--- src/rtl/handshake_pkg.sv ---
// Shared definitions for the handshake pattern pair: value width, checker
// states, LFSR geometry and the LFSR step function.
// Imported by the interface, the skid buffer user and the sink top level.
package handshake_pkg;

  localparam int VALUE_W = 8;
  localparam int COUNT_W = 16;
  localparam int LFSR_W  = 16;

  // Fibonacci taps 16,14,13,11 -> bit positions 15,13,12,10.
  localparam logic [LFSR_W-1:0] LFSR_TAPS         = 16'hB400;
  localparam logic [LFSR_W-1:0] LFSR_SEED_DEFAULT = 16'hACE1;

  typedef enum logic [1:0] {
    S_SYNC  = 2'd0,
    S_TRACK = 2'd1,
    S_FAULT = 2'd2
  } chk_state_t;

  function automatic logic [LFSR_W-1:0] lfsr_step(input logic [LFSR_W-1:0] cur);
    return {cur[LFSR_W-2:0], ^(cur & LFSR_TAPS)};
  endfunction

endpackage

--- src/rtl/handshake_input_if.sv ---
// Valid/ready stream carrying the counting pattern between output and input stages.
// Ports: i_value/i_valid driven by the producer (master), o_ready by the sink (slave).
// No logic; o_ready is registered inside the sink.
interface handshake_input_if;
  import handshake_pkg::*;

  logic [VALUE_W-1:0] i_value;
  logic               i_valid;
  logic               o_ready;

  modport master (output i_value, output i_valid, input o_ready);
  modport slave  (input i_value, input i_valid, output o_ready);

endinterface

--- src/rtl/handshake_skid.sv ---
// Purpose: 2-entry in-order skid buffer with a registered upstream ready.
// Latency: a beat accepted at edge N is presented on out_* during cycle N+1.
// Backpressure: in_ready = ~full of the next state, so the upstream never
// overruns; out_valid is simply "non-empty" and out_ready pops the head.
// Ports: clock, reset_n (async, active-low); in_data/in_valid/in_ready upstream;
// out_data/out_valid/out_ready downstream.
module handshake_skid #(
  parameter int W = 8
) (
  input  logic         clock,
  input  logic         reset_n,
  input  logic [W-1:0] in_data,
  input  logic         in_valid,
  output logic         in_ready,
  output logic [W-1:0] out_data,
  output logic         out_valid,
  input  logic         out_ready
);

  logic [W-1:0] mem [2];
  logic         wr_ptr;
  logic         rd_ptr;
  logic [1:0]   fill;
  logic [1:0]   fill_next;
  logic         push;
  logic         pop;

  assign push      = in_valid & in_ready;
  assign pop       = out_valid & out_ready;
  assign out_valid = (fill != 2'd0);
  assign out_data  = mem[rd_ptr];

  always_comb begin
    fill_next = fill;
    if (push && !pop) begin
      fill_next = fill + 2'd1;
    end else if (pop && !push) begin
      fill_next = fill - 2'd1;
    end
  end

  // Ready looks at the next fill level so it is a plain flop yet never lets
  // a third beat in; push on a full buffer is therefore impossible.
  always_ff @(posedge clock or negedge reset_n) begin
    if (!reset_n) begin
      wr_ptr   <= 1'b0;
      rd_ptr   <= 1'b0;
      fill     <= 2'd0;
      in_ready <= 1'b0;
    end else begin
      if (push) wr_ptr <= ~wr_ptr;
      if (pop)  rd_ptr <= ~rd_ptr;
      fill     <= fill_next;
      in_ready <= (fill_next != 2'd2);
    end
  end

  // Payload storage needs no reset: fill gates every read.
  always_ff @(posedge clock) begin
    if (push) begin
      mem[wr_ptr] <= in_data;
    end
  end

endmodule

--- src/rtl/handshake_input.sv ---
// Purpose: terminal sink of the counting stream; checks +1 (mod 256) sequence.
// Latency: beat accepted at edge N is consumed at edge N+1 when unstalled;
// status outputs reflect it after that edge.
// Backpressure: registered o_ready from a 2-entry skid buffer, drained every
// cycle (STALL_EN=0) or on LFSR-gated ticks of about 7/8 duty (STALL_EN=1).
// Ports: clock, reset_n (async, active-low); up (stream, slave side);
// i_clear (sync clear of checker/stats); o_count (saturating beat count);
// o_last (last consumed value); o_error (sticky); o_sync (checker tracking).
module handshake_input
  import handshake_pkg::*;
#(
  parameter bit                STALL_EN  = 1'b1,
  parameter logic [LFSR_W-1:0] LFSR_SEED = LFSR_SEED_DEFAULT
) (
  input  logic               clock,
  input  logic               reset_n,
  handshake_input_if.slave   up,
  input  logic               i_clear,
  output logic [COUNT_W-1:0] o_count,
  output logic [VALUE_W-1:0] o_last,
  output logic               o_error,
  output logic               o_sync
);

  logic [LFSR_W-1:0]  lfsr;
  logic               tick;
  logic [VALUE_W-1:0] head;
  logic               head_valid;
  logic               consume;
  logic [VALUE_W-1:0] expected;
  chk_state_t         state;

  handshake_skid #(.W(VALUE_W)) u_skid (
    .clock     (clock),
    .reset_n   (reset_n),
    .in_data   (up.i_value),
    .in_valid  (up.i_valid),
    .in_ready  (up.o_ready),
    .out_data  (head),
    .out_valid (head_valid),
    .out_ready (tick)
  );

  // Free-running stall pattern; advances regardless of traffic or clear.
  always_ff @(posedge clock or negedge reset_n) begin
    if (!reset_n) begin
      lfsr <= LFSR_SEED;
    end else begin
      lfsr <= lfsr_step(lfsr);
    end
  end

  assign tick    = STALL_EN ? (lfsr[2:0] != 3'b000) : 1'b1;
  assign consume = head_valid & tick;

  // Checker and statistics. Clear takes priority over a coincident consume:
  // the beat still leaves the buffer (tick drives the pop) but is not counted.
  always_ff @(posedge clock or negedge reset_n) begin
    if (!reset_n) begin
      state    <= S_SYNC;
      expected <= '0;
      o_count  <= '0;
      o_last   <= '0;
      o_error  <= 1'b0;
      o_sync   <= 1'b0;
    end else if (i_clear) begin
      state    <= S_SYNC;
      o_count  <= '0;
      o_last   <= '0;
      o_error  <= 1'b0;
      o_sync   <= 1'b0;
    end else if (consume) begin
      o_last <= head;
      if (o_count != '1) begin
        o_count <= o_count + 1'b1;
      end
      case (state)
        S_SYNC: begin
          expected <= head + 1'b1;
          state    <= S_TRACK;
          o_sync   <= 1'b1;
        end
        S_TRACK: begin
          if (head == expected) begin
            expected <= head + 1'b1;
          end else begin
            o_error <= 1'b1;
            state   <= S_FAULT;
            o_sync  <= 1'b0;
          end
        end
        S_FAULT: begin
          // Held until clear; beats are counted but not checked.
        end
        default: begin
          state  <= S_SYNC;
          o_sync <= 1'b0;
        end
      endcase
    end
  end

endmodule

--- src/flat_wrapper.sv ---
// flat-port wrapper written by rule: the top's interface ports become plain ports
module handshake_input_flat import handshake_pkg::*;
#(
  parameter bit                STALL_EN  = 1'b1,
  parameter logic [LFSR_W-1:0] LFSR_SEED = LFSR_SEED_DEFAULT
)
  (clock, reset_n, i_clear, o_count, o_last, o_error, o_sync, up_i_value, up_i_valid, up_o_ready);
  handshake_input_if up_i ();
  input  logic clock;
  input  logic reset_n;
  input  logic i_clear;
  output logic [COUNT_W-1:0] o_count;
  output logic [VALUE_W-1:0] o_last;
  output logic o_error;
  output logic o_sync;
  input wire logic [$bits(up_i.i_value)-1:0] up_i_value;
  input wire logic [$bits(up_i.i_valid)-1:0] up_i_valid;
  output wire logic [$bits(up_i.o_ready)-1:0] up_o_ready;
  assign up_i.i_value = up_i_value;
  assign up_i.i_valid = up_i_valid;
  assign up_o_ready = up_i.o_ready;
  handshake_input #(.STALL_EN(STALL_EN), .LFSR_SEED(LFSR_SEED)) u_core (.clock(clock), .reset_n(reset_n), .up(up_i), .i_clear(i_clear), .o_count(o_count), .o_last(o_last), .o_error(o_error), .o_sync(o_sync));
endmodule
--- config.mk ---
export PLATFORM = sky130hd
export DESIGN_NAME = handshake_input_flat
export DESIGN_NICKNAME = d
export VERILOG_FILES = /design/src/rtl/handshake_pkg.sv /design/src/rtl/handshake_input_if.sv /design/src/rtl/handshake_skid.sv /design/src/rtl/handshake_input.sv /design/src/flat_wrapper.sv
export SDC_FILE = /design/constraint.sdc
export NUM_CORES = 1
export LEC_CHECK = 0
export ABC_CLOCK_PERIOD_IN_PS = 2200
export CORE_UTILIZATION = 25
export CTS_BUF_LIST = sky130_fd_sc_hd__clkbuf_4 sky130_fd_sc_hd__clkbuf_8
export CTS_CLUSTER_DIAMETER = 100
export DETAILED_ROUTE_END_ITERATION = 12
export GPL_TIMING_DRIVEN = 1
export PLACE_DENSITY = 0.52
export SLEW_MARGIN = 5
export SYNTH_ARGS = -nofsm -noshare
export SYNTH_HDL_FRONTEND = slang
export SYNTH_SLANG_ARGS = --single-unit
--- constraint.sdc ---
create_clock -name clock -period 2.2 [get_ports clock]
set_input_delay 0.33 -clock clock [delete_from_list [all_inputs] [get_ports clock]]
set_output_delay 0.33 -clock clock [all_outputs]
set_load 0.05 [all_outputs]
* Yosys cells after proc, flatten, opt, wreduce, memory -nomap -nowiden *
Memories as Yosys holds them, arrays and structs flattened.
Cells that the tools add are included.

storage, ports and cells
  memories kept = 1
  bits in latches = 0
  input bits = 12
  flip-flop bits (word level) = 57
  bits in read-only memories = 0
  memory bits (writable) = 16

cells by class
  bitwise gates (word level) = 5
  reduce and logical (&&, ||, !) cells = 16
  shift-type cells = 0
  div/mod/pow operators = 0
  order comparisons = 0
  equality and inequality tests = 9
  multiply operators = 0
  add/sub/neg operators = 4
  multiplexer cells = 23

memory list
  name               depth  bits a word  rd ports  clocked after memory_dff  wr ports  line                  text
  u_core.u_skid.mem  2      8            1         0                         1         handshake_skid.sv:20  logic [W-1:0] mem [2];

operators with widths
  kind                                                                    number
  16-bit two-way mux                                                      3
  8-bit two-way mux                                                       3
  16-bit by 1-bit adder with 16-bit output (second input constant)        1
  16-bit inequality test (second input constant)                          1
  8-bit one-hot mux with 2 select lines                                   1
  16-bit XOR reduction                                                    1
  2-bit two-way mux                                                       5
  2-bit nonzero test                                                      5
  1-bit two-way mux                                                       9
  8-bit by 1-bit adder with 8-bit output (second input constant)          1
  8-bit equality test                                                     1
  2-bit inequality test (second input constant)                           3
  2-bit one-hot mux with 3 select lines                                   1
  3-bit AND reduction                                                     2
  4-bit AND reduction                                                     1
  3-bit inequality test (second input constant)                           1
  1-bit NOT                                                               3
  1-bit one-hot mux with 3 select lines                                   1
  3-bit nonzero test                                                      1
  2-bit by 1-bit adder with 2-bit output (second input constant)          1
  1-bit bitwise AND                                                       2
  2-bit by 1-bit equality test with 1-bit output (second input constant)  1
  2-bit equality test (second input constant)                             1
  1-bit logical AND                                                       2
  other kinds (5)                                                         6

* Logic depth before layout (Yosys ltp) *
Gate-level depths: netlist of the first run.

  word-level depth = 6
  gate-level depth with buffers = 9
  mapped depth without buffers = 7

* Hierarchy *
From an unflattened synthesis of the first run, not the netlist that was laid out.

unflattened totals
  cell total of the unflattened synthesis = 252
  area, all modules = 3158.0 um^2

by module, submodules not included
  module           area each (um^2)  instances  cells an instance
  handshake_input  2324.7            1          204
  handshake_skid   833.3             1          48

* Worst setup path after synthesis of the first run *
Ideal clock, no wire load.

  path kind = register to register
  start = reg u_core.o_count[1]
  end = reg u_core.o_count[8]
  setup time = 132 ps
  arrival time = 2074 ps
  buffers on the path = 0
  slack = -6 ps
  cell stages (with the launch flop) = 8
  path through = dfrtp_1 > ha_1 > nand4_1 > or3_1 > o22a_1 > and3_1 > xnor2_1 > nor2_1

on the way
  cells in the longest elaborated chain, start to end = 4

RTL lines
  item                                      line                   text
  start: declaration                        handshake_input.sv:19  output logic [COUNT_W-1:0] o_count,
  start signal: assignment                  handshake_input.sv:75  o_count <= o_count + 1'b1;
  16-bit by 1-bit adder with 16-bit output  handshake_input.sv:75
  16-bit two-way mux                        handshake_input.sv:74  if (o_count != '1) begin
  16-bit two-way mux                        handshake_input.sv:72  end else if (consume) begin
  16-bit two-way mux                        handshake_input.sv:66  end else if (i_clear) begin

Several ways; a longest one is shown, not always the timed one. The select of a mux whose other input is x is not followed.
A chain may end at the register's enable or synchronous reset.

* Final worst setup path of the first run *
  start = reg u_core.u_skid.rd_ptr
  end = reg u_core.expected[4]

on the way
  cells in the longest elaborated chain, start to end = 4

RTL lines
  item                                                                                          line                                                                 text
  start: declaration                                                                            handshake_skid.sv:22                                                 logic rd_ptr;
  start signal: assignment                                                                      handshake_skid.sv:52                                                 if (pop) rd_ptr <= ~rd_ptr;
  memory 2 x 8 bit *                                                                            n/a
  8-bit by 1-bit adder with 8-bit output / 8-bit equality test (equally long branches)          handshake_input.sv:79, handshake_input.sv:85, handshake_input.sv:84
  8-bit two-way mux / 2-bit by 1-bit inequality test with 1-bit output (equally long branches)  n/a
  8-bit one-hot mux with 2 select lines / 4-bit AND reduction (equally long branches)           n/a
  end signal: assignment                                                                        handshake_input.sv:79                                                expected <= head + 1'b1;
  end signal: assignment                                                                        handshake_input.sv:85                                                expected <= head + 1'b1;
  end: declaration                                                                              handshake_input.sv:30                                                logic [VALUE_W-1:0] expected;

Mark *: on every way between the ends. The rest lies on a longest branch, timed or not. The select of a mux whose other input is x is not followed.

==> flow_metrics.env, run 1 <==
export IMPL_yosys_top_cells_area="dfrtp_1 39%, edfxtp_1 15%, dfstp_2 6.8%, xnor2_1 5.4%, xor2_1 4.5%"
export IMPL_die_w_um=114
export IMPL_synth_seq_area_share_pct=60.8
export IMPL_layout_drive_gt1_share_pct=22.8
export IMPL_synth_fp_nets=260
export IMPL_grt_max_degree=23
export IMPL_relSlewSlack_pct=61.9
export IMPL_maxSlewViolCount=0
export IMPL_h_tree_depth=3
export IMPL_drtIter0Drc=62
export IMPL_place_hpwl_um=4370
export IMPL_ant_nets=0
export IMPL_worstMarginPinSlew_ps=570
export IMPL_layoutNonFillerInstCount=488
export IMPL_synth_most_common_cell="dfrtp_1"
export IMPL_synth_area_per_cell_um2=12.7
export IMPL_cap_violations=0
export IMPL_dp_cells=468
export IMPL_gp_congestion=0.738
export IMPL_power_density_nw_per_um2=778
export IMPL_finalInstanceArea_um2=4180
export IMPL_syn_inst=245
export IMPL_synthesis_area_um2=3110
export IMPL_crit_chain="buf_12, mux2i_4, xor2_1, nand4_1, o21ai_2, and2b_1, buf_12, mux2_4"
export IMPL_drc=0
export IMPL_p_leak_nw=1.69
export IMPL_finalWirelength_um=6120
export IMPL_crit_arrival_ps=2330
export IMPL_peakVddDrop_mv=0.315
export IMPL_via_per_inst=4.18
export IMPL_crit_type="reg -> reg"
export IMPL_overflow=0
export IMPL_place_area_um2=3860
export IMPL_num_rows=40
export IMPL_start_util_pct=25.8
export IMPL_rsz0062_at_grt="yes"
export IMPL_synthFlopType="dfrtp_1"
export IMPL_hold_violations=0
export IMPL_max_freq_ghz=0.475
export IMPL_drtPass1Iterations=4
export IMPL_pin_count=39
export IMPL_grt_total_usage_pct=10.8
export IMPL_path_clk_slew_ps=80
export IMPL_synth_top_cell_by_area="dfrtp_1"
export IMPL_ys_seq_elements=72
export IMPL_required_ps=2430
export IMPL_cts_tree="done"
export IMPL_synth_edff_count=16
export IMPL_cp_max_fo=14
export IMPL_num_nets_final=330
export IMPL_setup_viol=0
export IMPL_max_stage_delay_ps=380
export IMPL_crit_path_end_kind="register"
export IMPL_period_needed_ps=2100
export IMPL_antenna_cells=0
export IMPL_core_um2=12100
export IMPL_path_buf_inv=2
export IMPL_critPathLaunchType="register"
export IMPL_status="finished, final reports clean"
export IMPL_async_reset_ff_share_pct=77.8
export IMPL_clock_path_buffers=2
export IMPL_post_drt_wl_per_cell_um=12.5
export IMPL_crit_top_cell="buf_12"
export IMPL_clkLatencyLatePin_ps=350
export IMPL_grt_pass1_vias=2160
export IMPL_skew_ps=12.0
export IMPL_grt_pass1_wl_um=10700
export IMPL_cts_buffers=9
export IMPL_hold_slack_ps=353
export IMPL_dpl_worst_slack_ps=31.6
export IMPL_worst_slack_ps=96.4
export IMPL_dieArea_um2=12900
export IMPL_ys_warn_count=0
export IMPL_yosys_top_cells_count="48 x dfrtp_1, 29 x nor2_1, 19 x xnor2_1"
export IMPL_die_y_um=114
export IMPL_cts_sinks=72
export IMPL_fin_crit_sh_pct=95.6
export IMPL_hold_path_class="reg -> reg"
export IMPL_antenna_found_initial=0
export IMPL_cts_root_buf="clkbuf_8"
export IMPL_port_buffers=38
export IMPL_yosysTopAreaCellShare_pct=38.6
export IMPL_cp_slowest_cell="dfrtp_1"
export IMPL_num_vias=2040
export IMPL_area_delta_synth_final_pct=34.4
export IMPL_p_total_mw=3.25
export IMPL_crit_family="multiplexers"
export IMPL_ys_types=40
area by class of cell:
type	instances	area, µm²
Clock buffer	9	124
Clock inverter	7	120
Fill cell	1194	7880
Inverter	5	18.8
Multi-Input combinational cell	159	1180
Sequential cell	72	1890
Tap cell	168	210
Timing Repair Buffer	68	628
routing by layer:
metal	vias up	GRT usage, %	routed length (µm)
li1	1008	-	-
met1	979	15.2	3220
met2	43	15.0	2530
met3	10	2.87	253
met4	0	5.61	113
met5	-	0	0
cells in the final DEF (no fill, tap or decap), types with 3 or more instances in the layout:
cell             synthesis  final
nand3_1                  4      4
mux2_4                   8      8
edfxtp_1                16     16
clkbuf_8                 0      9
clkdlybuf4s50_1          0     37
ha_1                     3      3
nor3_1                   5      5
a21oi_1                  3      3
inv_1                    5      5
or3_1                    3      3
dfstp_2                  8      8
nand4_1                  9      9
and3_1                   4      4
nand2_1                 13     13
buf_4                    0     27
xnor2_1                 19     19
mux2i_4                  0      4
nor4_1                   3      3
o21ai_0                  5      5
mux2i_2                  6      4
bufinv_16                0      3
xor2_1                  16     16
dfrtp_1                 48     47
nor2_1                  29     29
a211oi_1                 8      8
state kept, by name, indices dropped and copies added (netlist names):
name,flops
u_core.expected,8
u_core.lfsr,16
u_core.o_count,16
u_core.o_error,1
u_core.o_last,8
u_core.o_sync,1
u_core.state,1
u_core.u_skid.fill,2
u_core.u_skid.in_ready,1
u_core.u_skid.mem,16
u_core.u_skid.rd_ptr,1
u_core.u_skid.wr_ptr,1
logic make-up (layout without fill, tap and decap cells):
| logic type | Yosys count | after routing | synth area share (%) |
|---|---|---|---|
| AND/OR/NAND/NOR | 79 | 79 | 12.8 |
| multiplexers | 16 | 16 | 7.16 |
| buffers and inverters | 14 | 89 | 2.41 |
| flip-flops | 72 | 72 | 60.8 |
| adder cells (fa/ha/maj) | 3 | 3 | 1.21 |
| AO/OA/AOI/OAI | 26 | 26 | 5.75 |
| XOR/XNOR | 35 | 35 | 9.86 |
power breakdown:
group / leakage, nW / internal, mW / switching [mW]
sequential: 0.889 / 1.48 / 0.0628
combinational: 0.679 / 0.203 / 0.246
clock: 0.119 / 0.754 / 0.509
worst register-to-register path: stages (launching register included):
cell     delay [ps]
dfrtp_1         380
buf_12          180
mux2i_4         290
xor2_1          170
nand4_1         140
o21ai_2         200
and2b_1         190
buf_12          150
mux2_4          300
final timing paths:
check	start	end	slack (ps)	cells after the start
setup reg to reg	u_core.u_skid.rd_ptr	u_core.expected[4]	100	8
min in group asynchronous	reset_n	u_core.o_count[6]	430	2
hold reg to reg	u_core.lfsr[8]	u_core.lfsr[9]	350	0
hold / removal	u_core.lfsr[8]	u_core.lfsr[9]	350	0
max in group asynchronous	reset_n	u_core.lfsr[15]	1090	3
setup / recovery	u_core.u_skid.rd_ptr	u_core.expected[4]	100	8
through the flow:
stage               setup TNS [ps]  utilization [%]
floorplan                        0                -
global placement                 0             32.0
detailed placement               0             32.0
CTS                              0             34.1
global route                  -171             34.6
finish                           0             34.6
what timing repair did:
action,in CTS,in global routing
gates resized for setup,0,6
setup buffers,0,3
hold buffers,1,0
endpoints found under the setup margin,0,8
hold endpoints to repair,16,0
No activity file was read; power rests on OpenSTA's default activity.
==> run 2: changes to the inputs <==
--- a/config.mk
+++ b/config.mk
@@ -11,7 +11,7 @@
 export CTS_CLUSTER_DIAMETER = 100
 export DETAILED_ROUTE_END_ITERATION = 12
 export GPL_TIMING_DRIVEN = 1
-export PLACE_DENSITY = 0.52
+export PLACE_DENSITY_LB_ADDON = 0.08
 export SLEW_MARGIN = 5
 export SYNTH_ARGS = -nofsm -noshare
 export SYNTH_HDL_FRONTEND = slang
==> run 2 against run 1 <==
- sequential power barely moved
- register-to-register slack gained 40 ps
- sequential share of layout area increased by 1.1 points
- critical path depth unchanged
- core utilization shrank 0.82 points
- critical path type unchanged
- count of clock-buffer cells in the layout up 2
- highest routed layer unchanged
- flip-flop and latch count did not move
- first-iteration DRC count increased by 4.8%
- clock skew barely moved
- die area did not move
==> flow_metrics.env, run 2 (same netlist as run 1, synthesis figures left out) <==
export IMPL_finalWirelength_um=6390
export IMPL_pin_count=39
export IMPL_max_freq_ghz=0.485
export IMPL_top_layer_used="met4"
export IMPL_start_util_pct=25.8
export IMPL_cts_tree="done"
export IMPL_layoutNonFillerInstCount=483
export IMPL_p_total_mw=3.04
export IMPL_grt_total_usage_pct=10.8
export IMPL_die_y_um=114
export IMPL_r2r_start="u_core.u_skid.rd_ptr"
export IMPL_dieArea_um2=12900
export IMPL_skew_ps=11.6
export IMPL_relSlewSlack_pct=59.9
export IMPL_reg_top3="u_core.lfsr x16, u_core.o_count x16, u_core.u_skid.mem x16"
export IMPL_drtPass1Iterations=4
export IMPL_drc=0
export IMPL_h_tree_depth=3
export IMPL_grt_max_degree=23
export IMPL_ant_nets=0
export IMPL_crit_path_end_kind="register"
export IMPL_post_cts_buffers=0
export IMPL_peakVddDrop_mv=0.373
export IMPL_worstMarginPinSlew_ps=601
export IMPL_wl_met2_um=2720
export IMPL_maxSlewViolCount=0
export IMPL_status="finished, final reports clean"
export IMPL_timing_rr_end="u_core.expected[3]"
export IMPL_drtIter0Drc=65
export IMPL_clkLatencyLatePin_ps=350
export IMPL_final_common_cell="dfrtp_1"
export IMPL_hold_depth=0
export IMPL_final_cell_mix="47 x dfrtp_1, 37 x clkdlybuf4s50_1, 29 x nor2_1"
export IMPL_cp_slowest_cell="dfrtp_1"
export IMPL_r2r_cells=8
export IMPL_post_drt_wl_per_cell_um=13.2
export IMPL_fin_crit_sh_pct=93.7
export IMPL_cts_sinks=72
export IMPL_die_w_um=114
export IMPL_gp_congestion=0.710
export IMPL_grt_pass1_wl_um=10500
export IMPL_hold_violations=0
export IMPL_path_clk_slew_ps=70
export IMPL_cts_buffers=9
export IMPL_place_hpwl_um=4540
export IMPL_num_vias=2031
export IMPL_hold_slack_ps=349
export IMPL_max_stage_delay_ps=380
export IMPL_crit_start="u_core.u_skid.rd_ptr"
export IMPL_port_buffers=38
export IMPL_setup_viol=0
export IMPL_dp_cells=466
export IMPL_layout_drive_gt1_share_pct=21.9
export IMPL_p_leak_nw=1.64
export IMPL_num_nets_final=325
export IMPL_cts_root_buf="clkbuf_8"
export IMPL_grt_pass1_vias=2007
export IMPL_crit_arrival_ps=2290
export IMPL_via_per_inst=4.20
export IMPL_crit_top_cell="buf_12"
export IMPL_clock_path_buffers=2
export IMPL_setup_worst_path_end="u_core.expected[3]"
export IMPL_rsz0062_at_grt="no"
export IMPL_num_rows=40
export IMPL_antenna_found_initial=0
export IMPL_cap_violations=0
export IMPL_required_ps=2430
export IMPL_overflow=0
export IMPL_crit_chain="buf_12, mux2i_2, xor2_1, nand4_1, o21ai_2, and2b_1, buf_12, mux2_4"
export IMPL_cp_max_fo=15
export IMPL_path_buf_inv=2
export IMPL_crit_type="reg -> reg"
export IMPL_core_um2=12100
export IMPL_period_needed_ps=2060
export IMPL_fillers=1218
export IMPL_cp_depth=8
export IMPL_met1_length_um=3300
export IMPL_wl_met3_um=215
export IMPL_antenna_cells=0
export IMPL_power_density_nw_per_um2=746
export IMPL_crit_family="multiplexers"
export IMPL_critPathLaunchType="register"
export IMPL_hold_path_class="reg -> reg"
export IMPL_r2r_setup_slack_ps=140
export IMPL_area_delta_synth_final_pct=31.2
## run 2: cell count changes in the layout (fill, tap and decap cells not counted), moves of 2 or more
cell,change
mux2i_4,-3
mux2i_2,+3
buf_4,-5
bufinv_16,-2
## run 2: worst min-delay path by stage
stage	startpoint	to	slack (ps)
after global routing	u_core.lfsr[5]	u_core.lfsr[6]	360
after detailed placement	reset_n	u_core.o_count[9]	270
after floorplan	reset_n	u_core.expected[0]	30
after CTS	u_core.lfsr[3]	u_core.lfsr[4]	350
after global placement	reset_n	u_core.o_count[9]	280
final	u_core.lfsr[3]	u_core.lfsr[4]	350
## run 2: where the power goes
group / internal [mW] / total, mW / switching, mW
registers: 1.48 / 1.54 / 0.0593
clock network: 0.565 / 1.06 / 0.498
logic: 0.197 / 0.443 / 0.245
total: 2.24 / 3.04 / 0.803
## run 2: through the flow
stage / setup TNS [ps] / setup WS, ps / cell area, µm² / util [%]
global placement: -56.2 / -51.9 / 3840 / 31.9
global route: 0 / 4.25 / 4080 / 33.8
floorplan: 0 / 4.17 / 3110 / -
finish: 0 / 139 / 4080 / 33.8
CTS: 0 / 54.1 / 4060 / 33.6
detailed placement: -16.6 / -16.6 / 3840 / 31.9
## run 2: what timing repair did
action / in CTS / in global routing
endpoints found under the setup margin: 0 / 2
endpoints found under the hold margin: 14 / 0
hold buffers: 1 / 0
gates resized for setup: 0 / 4
## run 2: layout make-up
type	count	area, µm²	area share [%]
Clock buffer	11	145	3.56
Tap cell	168	210	5.15
Inverter	5	18.8	0.460
Timing Repair Buffer	63	591	14.5
Clock inverter	5	56.3	1.38
Sequential cell	72	1890	46.4
Multi-Input combinational cell	159	1170	28.6
## run 2: worst register-to-register path, delay by kind of cell (launching register included)
family | cells | cell delay [ps]
buffers and inverters | 2 | 320
flip-flops | 1 | 380
AO/OA/AOI/OAI | 1 | 140
multiplexers | 2 | 630
XOR/XNOR | 1 | 190
AND/OR/NAND/NOR | 2 | 290
## run 2: routing by layer
metal,vias up,track usage (%)
met3,11,2.34
met1,980,15.1
met4,0,6.58
met5,-,0
met2,42,15.3
li1,998,-
==> edit 1: new RTL, flow settings as in run 1 <==
The 3 states of `chk_state_t` get a one-hot encoding in 3 bits.
--- a/src/rtl/handshake_pkg.sv
+++ b/src/rtl/handshake_pkg.sv
@@ -13,6 +13,6 @@
 
-  typedef enum logic [1:0] {
-    S_SYNC  = 2'd0,
-    S_TRACK = 2'd1,
-    S_FAULT = 2'd2
+  typedef enum logic [2:0] {
+    S_SYNC  = 3'b001,
+    S_TRACK = 3'b010,
+    S_FAULT = 3'b100
   } chk_state_t;
Check against the original RTL: same outputs for any inputs over 10 cycles, from zero or initial values and one cycle with reset_n low; not proved beyond that.
==> edit 1 against run 1 <==
- the flow now finishes with violations (hold timing, setup timing)
- non-clock buffer count down 8
- critical path depth unchanged
- total power down 1.4%
- count of clock-buffer cells in the layout unchanged
- worst setup slack worse by 0.11 ns
- wire length up 4.5%
- design area up 0.39%
- highest routed layer unchanged
- combinational power up 2%
- synthesized area up 2.5%
- largest power group unchanged
- sequential cell count up 1
==> edit 1: results (changes against run 1) <==
stage,metric,value,unit,change
place,place_congestion,0.772,,was 0.738
yosys,syn_nets,267,,was 260
cells_and_area,clk_share,5.37,%,was 5.84%
route,routed-wl-met3,225,µm,was 253 µm
cells_and_area,multi_input_cells,163,,was 159
power,p_comb,0.458,mW,was 0.450 mW
sta,setup_ws,-0.0113,ns,was 0.0964 ns
route,drt_wl_total,6.39,mm,was 6.12 mm
worst_setup_path,critPathArrivalTime,2.44,ns,was 2.33 ns
grt,track_usage,10.7,%,was 10.8%
sta,tightestPinTransition,0.649,ns,was 0.570 ns
grt,grt_max_degree,31,,was 23
cells_and_area,sh_seq_area,45.8,%,was 45.3%
grt,grt_pass1_wl,10.7,mm,about the same
cells_and_area,buffer_area_share,14.2,%,was 15.0%
power,worst_ir_drop_vdd,376,µV,was 315 µV
yosys,ys_ff_latch,73,,was 72
power,p_leak,1.65,nW,was 1.69 nW
outcome,violations,"hold timing, setup timing",,
worst_setup_path,endpoint,u_core.expected[6],,was u_core.expected[4]
sta,setup_viol,6,,was 0
outcome,status,finished with violations,,was finished clean
sta,worst_hold_slack,-0.00575,ns,was 0.353 ns
yosys,synth_cells,252,,was 245
grt,grtUsageMet1,14.4,%,was 15.2%
clocking,post_cts_buffers,2,,was 0
place,hpwl,4.45,mm,was 4.37 mm
yosys,yosys.cell_types.count,38,,was 40
sta,hold_viol,5,,was 0
worst_hold_path,hp-class,input port to asynchronous set/reset pin,,was flop to flop
yosys,ys_top_cells_by_area,"dfrtp_1, edfxtp_1, dfstp_2",,unchanged
cells_and_area,nets,328,,was 330
route,wl_met2,2.79,mm,was 2.53 mm
==> edit 1: changes by cell type after synthesis, sizes merged, moves of 3 or more <==
cell / delta
nand3: +8
a31oi: +3
clkbuf: +3
nand4: -3
nor2: +3
o21ai: -3
or3: -3
xnor2: +3
==> edit 1: stage by stage <==
| stage | setup slack (ns) | TNS, ns | hold WS (ns) | power, mW |
|---|---|---|---|---|
| after floorplan | 0.000689 | 0 | 0.0344 | 1.86 |
| after global placement | 0.0359 | 0 | 0.336 | 2.03 |
| after detailed placement | -0.0691 | -0.519 | 0.344 | 2.04 |
| after CTS | -0.0200 | -0.0698 | 0.0131 | 3.25 |
| after global routing | -0.117 | -0.837 | 0.0298 | 3.36 |
| final | -0.0113 | -0.0348 | -0.00575 | 3.21 |
==> edit 1: cell families after synthesis <==
logic type	after synthesis	synth area share, %
flops	73	60.2
buf+inv	16	2.36
xor+xnor	37	10.2
mux	17	7.86
compound gates	26	6.01
fa+ha+maj	3	1.18
simple gates	80	12.2
==> edit 2: new RTL, settings of run 1 <==
Made on the original files. The package constant `VALUE_W` goes from 8 to 12.
--- a/src/rtl/handshake_pkg.sv
+++ b/src/rtl/handshake_pkg.sv
@@ -5,3 +5,3 @@
 
-  localparam int VALUE_W = 8;
+  localparam int VALUE_W = 12;
   localparam int COUNT_W = 16;
Ports: changed (resized o_last and up_i_value); port bits go from 39 to 47. The function was not compared with the original's and may differ.
==> edit 2 against run 1 <==
- the flow now finishes with violations (setup timing)
- clock power rose by 9.5%
- sequential power grew 23%
- worst setup slack lost 0.43 ns
- critical path depth unchanged
- total power rose by 20%
- wire length increased by 30%
- design area is 25% higher
- maximum frequency shrank 17%
- clock skew is 0.00069 ns lower
- sequential cell count is 16 higher
- utilization shrank 0.058 points
- synthesized area grew 25%
- final cell count rose by 19%
==> edit 2: results (changes against run 1) <==
stage,metric,value,unit,change
route,vias,2530,,was 2040
worst_setup_path,cp_max_fo,7,,was 14
outcome,status,finished with violations,,was finished clean
place,port-buffer-count,46,,was 38
route,drt_iter0_markers,125,,was 62
grt,grt_use_met3,3.84,%,was 2.87%
grt,grt_pass1_wl,13.3,mm,was 10.7 mm
grt,track_usage,10.7,%,was 10.8%
worst_setup_path,endpoint,u_core.expected[8],,was u_core.expected[4]
route,post_drt_via_cell_ratio,4.34,,was 4.18
power,p_seq_share,48.7,%,was 47.3%
outcome,violations,setup timing,,
sta,setup_ws,-0.330,ns,was 0.0964 ns
grt,grt_max_degree,30,,was 23
power,p_sw_share,24.7,%,was 25.2%
yosys,syn_nets,322,,was 260
grt,grt_pass1_vias,2619,,was 2160
yosys,avgSynthCellArea,12.8,µm²,was 12.7 µm²
sta,setup_viol,13,,was 0
grt,grtUsageMet1,13.7,%,was 15.2%
cells_and_area,drive_above_1_share,28.9,%,was 22.8%
place,hpwl,5.83,mm,was 4.37 mm
power,p_comb,0.631,mW,was 0.450 mW
power,worst_ir_drop_vdd,271,µV,was 315 µV
worst_setup_path,reg2reg_to,u_core.expected[8],,was u_core.expected[4]
route,routed-wl-met3,336,µm,was 253 µm
worst_setup_path,critPathArrivalTime,2.79,ns,was 2.33 ns
place,post-place-ws,-0.340,ns,was 0.0316 ns
yosys,synth_common_cells,"dfrtp_1, nor2_1, xnor2_1",,unchanged
[edit 2: critical path, stage by stage, from the launching register on]
cell       delay (ns)
dfrtp_2          0.47
buf_12           0.17
mux2i_4          0.19
xnor2_1          0.14
nor4_2           0.34
nand3_2          0.15
a2111oi_4        0.46
buf_6            0.20
mux2_4           0.30
[edit 2: cell type report]
class	count	area (µm²)	share of cell area [%]
clock inverter	5	101	1.93
sequential	88	2350	44.8
inverter	8	30.0	0.573
multi-input combinational	195	1550	29.5
timing repair buffer	88	828	15.8
clock buffer	11	151	2.89
tap	188	235	4.49
[edit 2: repair_timing]
action / CTS / global route
endpoints found under the setup margin: 12 / 19
hold endpoints to repair: 16 / 0
buffers inserted: 2 / 2
pin swaps: 0 / 6
gates resized for setup: 5 / 14
gates cloned: 0 / 2
hold buffers: 1 / 0
